<file path="config.mk">
export PLATFORM = sky130hd
export DESIGN_NAME = mem_port_arbiter
export DESIGN_NICKNAME = d
export VERILOG_FILES = /design/src/rtl/mem_port_arbiter.sv
export SDC_FILE = /design/constraint.sdc
export NUM_CORES = 1
export LEC_CHECK = 0
export BUFFER_PORTS_ARGS = -buffer_cell sky130_fd_sc_hd__buf_4
export CORE_MARGIN = 4
export CORE_UTILIZATION = 25
export DETAILED_ROUTE_END_ITERATION = 6
export SYNTH_ARGS = -nofsm -noshare
export SYNTH_HDL_FRONTEND = slang
export SYNTH_SLANG_ARGS = --single-unit
</file>
<file path="constraint.sdc">
create_clock -name i_Clk -period 12.3 [get_ports i_Clk]
set_input_delay 0.615 -clock i_Clk [delete_from_list [all_inputs] [get_ports i_Clk]]
set_output_delay 0.615 -clock i_Clk [all_outputs]
set_load 0.03 [all_outputs]
</file>
<file path="src/rtl/mem_port_arbiter.sv">
// mem_port_arbiter: serialises fetch and load/store word requests onto one memory port.
// Data wins arbitration unless fetch has waited STARVE_LIMIT consecutive data grants.
module mem_port_arbiter #(
    parameter int ADDR_WIDTH   = 32,
    parameter int DATA_WIDTH   = 32,
    parameter int STARVE_LIMIT = 4
) (
    input  logic                  i_Clk,
    input  logic                  i_Rst,
    input  logic                  i_IfReq,
    input  logic [ADDR_WIDTH-1:0] i_IfAddr,
    output logic [DATA_WIDTH-1:0] o_IfRdata,
    output logic                  o_IfValid,
    input  logic                  i_DReq,
    input  logic                  i_DWe,
    input  logic [ADDR_WIDTH-1:0] i_DAddr,
    input  logic [DATA_WIDTH-1:0] i_DWdata,
    output logic [DATA_WIDTH-1:0] o_DRdata,
    output logic                  o_DValid,
    output logic                  o_MemReq,
    output logic                  o_MemWe,
    output logic [ADDR_WIDTH-1:0] o_MemAddr,
    output logic [DATA_WIDTH-1:0] o_MemWdata,
    input  logic                  i_MemAck,
    input  logic [DATA_WIDTH-1:0] i_MemRdata,
    output logic                  o_Busy
);
    typedef enum logic [1:0] {IDLE, IF_ACC, D_ACC, RESP} state_t;
    localparam logic [3:0] LIMIT = 4'(STARVE_LIMIT);

    state_t                state, state_nxt;
    logic [3:0]            cnt, cnt_nxt;
    logic                  grant_d, grant_if, ack;
    logic                  mem_req_nxt, mem_we_nxt, if_valid_nxt, d_valid_nxt;
    logic [ADDR_WIDTH-1:0] mem_addr_nxt;
    logic [DATA_WIDTH-1:0] mem_wdata_nxt, if_rdata_nxt, d_rdata_nxt;

    assign grant_d  = state == IDLE && i_DReq && !(i_IfReq && cnt == LIMIT);
    assign grant_if = state == IDLE && i_IfReq && !grant_d;
    assign ack      = (state == IF_ACC || state == D_ACC) && i_MemAck;

    always_ff @(posedge i_Clk or posedge i_Rst) begin
        if (i_Rst) begin
            state      <= IDLE;
            cnt        <= '0;
            o_MemReq   <= 1'b0;
            o_MemWe    <= 1'b0;
            o_MemAddr  <= '0;
            o_MemWdata <= '0;
            o_IfValid  <= 1'b0;
            o_DValid   <= 1'b0;
            o_IfRdata  <= '0;
            o_DRdata   <= '0;
            o_Busy     <= 1'b0;
        end else begin
            state      <= state_nxt;
            cnt        <= cnt_nxt;
            o_MemReq   <= mem_req_nxt;
            o_MemWe    <= mem_we_nxt;
            o_MemAddr  <= mem_addr_nxt;
            o_MemWdata <= mem_wdata_nxt;
            o_IfValid  <= if_valid_nxt;
            o_DValid   <= d_valid_nxt;
            o_IfRdata  <= if_rdata_nxt;
            o_DRdata   <= d_rdata_nxt;
            o_Busy     <= state_nxt != IDLE;
        end
    end

    always_comb begin
        state_nxt = state;
        case (state)
            IDLE:          state_nxt = grant_d ? D_ACC : grant_if ? IF_ACC : IDLE;
            IF_ACC, D_ACC: state_nxt = i_MemAck ? RESP : state;
            default:       state_nxt = IDLE;
        endcase
    end

    always_comb begin
        mem_req_nxt   = o_MemReq;
        mem_we_nxt    = o_MemWe;
        mem_addr_nxt  = o_MemAddr;
        mem_wdata_nxt = o_MemWdata;
        if_rdata_nxt  = o_IfRdata;
        d_rdata_nxt   = o_DRdata;
        if_valid_nxt  = 1'b0;
        d_valid_nxt   = 1'b0;
        cnt_nxt       = cnt;
        if (grant_d || grant_if) begin
            mem_req_nxt   = 1'b1;
            mem_we_nxt    = grant_d && i_DWe;
            mem_addr_nxt  = grant_d ? i_DAddr : i_IfAddr;
            mem_wdata_nxt = grant_d ? i_DWdata : '0;
            cnt_nxt       = (grant_d && i_IfReq) ? ((cnt == LIMIT) ? cnt : cnt + 4'd1) : '0;
        end
        if (ack) begin
            mem_req_nxt  = 1'b0;
            if_valid_nxt = state == IF_ACC;
            d_valid_nxt  = state == D_ACC;
            if_rdata_nxt = (state == IF_ACC) ? i_MemRdata : o_IfRdata;
            d_rdata_nxt  = (state == D_ACC && !o_MemWe) ? i_MemRdata : o_DRdata;
        end
    end
endmodule

</file>
==> impl_metrics.env <==
export IMPL_cts_setup_buffers=0
export IMPL_syn_area_sq_um=5830
export IMPL_start_util_pct=25.6
export IMPL_leakagePower_nw=4.30
export IMPL_p_int_w=0.00161
export IMPL_n_antenna_cell=0
export IMPL_r2r_cells=4
export IMPL_synth_nets=505
export IMPL_final_area_sq_um=8690
export IMPL_area_growth_pct=49.2
export IMPL_antenna_found_initial=0
export IMPL_synthMuxAreaShare_pct=28.0
export IMPL_cts_max_level=4
export IMPL_worst_clock_skew_ns=0.0110
export IMPL_wl_per_cell_um=16.1
export IMPL_seqPwrFrac_pct=30.0
export IMPL_rsz0062_at_grt="false"
export IMPL_cp_buffers_inverters=1
export IMPL_yosys_area_share_xor_xnor_pct=0
export IMPL_clockRootBuffer="clkbuf_16"
export IMPL_synth_cell_types=30
export IMPL_finalSetupTns_ns=0
export IMPL_fin_crit_sh_pct=19.7
export IMPL_max_freq_ghz=0.412
export IMPL_ys_ff_latch=139
export IMPL_worstReg2RegStart="state[0]"
export IMPL_synth_warnings=0
export IMPL_crit_family="simple AND/OR/NAND/NOR gates"
export IMPL_final_hold_violation_count=0
export IMPL_hp_class="in -> async"
export IMPL_synth_largest_area_cell="dfrtp_1"
export IMPL_path_class="reg -> reg"
export IMPL_firstDrtPassIters=4
export IMPL_grt_overflow_total=0
export IMPL_clk_latency_ns=0.41
export IMPL_drv_slew=0
export IMPL_rr_endpoint="o_MemAddr[25]"
export IMPL_cts_made_buffers=17
export IMPL_p_comb_share_pct=51.0
export IMPL_antenna_left=0
export IMPL_cts_buffer_depth=2
export IMPL_cap_viol_max_count=0
export IMPL_drcViolationCount=0
export IMPL_worst_pin_slew_ns=1.08
export IMPL_synth_seq_area_share_pct=59.7
export IMPL_synthAdderAreaFrac_pct=1.29
export IMPL_crit_fanout=34
export IMPL_switching_share_pct=39.4
export IMPL_ir_drop_v=0.000118
export IMPL_fin_nets=771
export IMPL_p_sw_w=0.00104
export IMPL_synth_top_family_by_area="multiplexers"
export IMPL_grt_pass1_wl_mm=24.4
export IMPL_rows=55
export IMPL_syn_inst=365
export IMPL_powerDensity_nw_per_um2=305
export IMPL_critPathLaunch="state[0]"
export IMPL_place_congestion=0.718
export IMPL_timing_slew_headroom_pct=27.9
export IMPL_io_buffers=266
export IMPL_grt_max_degree=86
export IMPL_slowest_stage="nand3_2"
export IMPL_postPlaceCellArea_sq_um=8110
export IMPL_die_height_um=161
export IMPL_synth_compound_area_share_pct=6.42
export IMPL_finalCriticalPeriod_ns=2.43
export IMPL_cts_resized=0
export IMPL_synth_simple_area_share_pct=1.57
export IMPL_cts_tree="done"
export IMPL_synth_area_top_cells="dfrtp_1 (60%), mux2_2 (15%), mux2_4 (12%), a22o_1 (5.1%), ha_1 (1.3%)"
export IMPL_num_io_pins=267
export IMPL_placeableCoreArea_sq_um=22800
export IMPL_die_w_um=161
export IMPL_clk_pin_slew_ns=0.06
export IMPL_place_hpwl_mm=10.9
export IMPL_num_vias=4026
export IMPL_synth_top_area_share_pct=59.7
export IMPL_finalSetupViolCount=0
export IMPL_cp_data_required_time_ns=12.58
export IMPL_holdWs_ns=0.360
export IMPL_dieArea_sq_um=25800
export IMPL_via_per_inst=4.21
export IMPL_outcome="finished, final reports clean"
export IMPL_arrival_ns=2.71
export IMPL_critPathMaxStageDelay_ns=0.87
export IMPL_r2r_slack_ns=9.87
export IMPL_clockPowerShare_pct=19.0
export IMPL_finalWirelength_mm=15.4
export IMPL_grt_use_total_pct=11.9
export IMPL_crit_path_start_kind="flop"
export IMPL_hold_buffers=0
export IMPL_drt_initial_drc_count=172
export IMPL_cts_sinks=139
export IMPL_cp_end_kind="flop"
export IMPL_first_global_vias=4396
export IMPL_drive_above_1_share_pct=67.2
export IMPL_path_cells="inv_1 -> ha_1 -> nand3_2 -> mux2_4"
export IMPL_syn_avg_cell_area_sq_um=16.0
-- sequential cells by signal, summed over array words and instances (netlist names) --
name	cells
o_DRdata	32
o_IfRdata	32
o_MemAddr	32
o_MemWdata	32
cnt	4
state	2
o_Busy	1
o_DValid	1
o_IfValid	1
o_MemReq	1
o_MemWe	1
-- per-stage QoR --
stage | setup slack, ns | power [W] | util, % | cells
final | 9.87 | 0.00265 | 38.2 | 957
after detailed placement | 9.78 | 0.00217 | 35.6 | 925
after global placement | 9.79 | 0.00216 | 35.6 | 925
after global routing | 9.64 | 0.00280 | 38.2 | 957
after CTS | 9.82 | 0.00269 | 38.2 | 957
after floorplan | 7.96 | 0.00169 | - | 365
-- placed cells by master, fill, tap and decap left out, types with 3 or more instances in the layout --
| cell | count |
|---|---|
| clkbuf_16 | 17 |
| a21oi_1 | 3 |
| mux2_2 | 80 |
| inv_1 | 6 |
| clkinvlp_4 | 4 |
| mux2_4 | 48 |
| a22o_1 | 34 |
| clkinv_2 | 4 |
| buf_4 | 270 |
| dfrtp_1 | 139 |
| ha_1 | 6 |
-- cell usage after synthesis, drive strengths merged --
cell type / instances
dfrtp: 139
mux2: 129
a22o: 34
buf: 20
inv: 7
ha: 6
a21oi: 3
clkbuf: 3
o21ai: 3
a31oi: 2
and3: 2
nand2: 2
nand3: 2
nor2: 2
a221o: 1
a41oi: 1
and2: 1
and3b: 1
and4: 1
nand2b: 1
nand4b: 1
nor3: 1
o211ai: 1
o21a: 1
or4: 1
-- cell families after synthesis --
logic type	Yosys count
AOI/OAI and AO/OA	46
muxes	129
and+or+nand+nor	15
adders and majority gates	6
buffers and inverters	30
DFF	139
-- cell type report --
type,instances,area [sq um]
Clock inverter,11,119
Multi-Input combinational cell,196,2180
Inverter,7,31.3
Tap cell,313,392
Timing Repair Buffer,270,2030
Sequential cell,139,3480
Fill cell,2207,14100
Clock buffer,21,460
-- worst max-delay path by stage --
stage                               end  slack [ns]  depth (start not counted)
after global placement    o_MemAddr[22]        9.79                          4
after global routing      o_MemAddr[25]        9.64                          4
after floorplan                  cnt[0]        7.96                          1
after CTS                 o_MemAddr[25]        9.82                          4
final                     o_MemAddr[25]        9.87                          4
after detailed placement  o_MemAddr[25]        9.78                          4
-- routing by layer --
metal | wire, um | global-route usage, %
met1 | 6470 | 14.7
met2 | 7510 | 19.3
met3 | 1300 | 4.98
met4 | 145 | 3.36
met5 | 0 | 0
-- worst register-to-register path, delay by kind of cell (launching register included) --
kind	cells	cell delay [ns]
fa+ha+maj	1	0.30
flops	1	0.41
mux	1	0.64
buf+inv	1	0.09
simple gates	1	0.87
-- power by group through the flow --
stage               combinational [W]  sequential (W)  clock, W
global placement              0.00136        0.000799         0
CTS                           0.00137        0.000797  0.000525
finish                        0.00135        0.000796  0.000504
detailed placement            0.00137        0.000799         0
global route                  0.00142        0.000826  0.000546
floorplan                    0.000479         0.00121         0
Note: power is estimated with default switching activity, not from simulation.
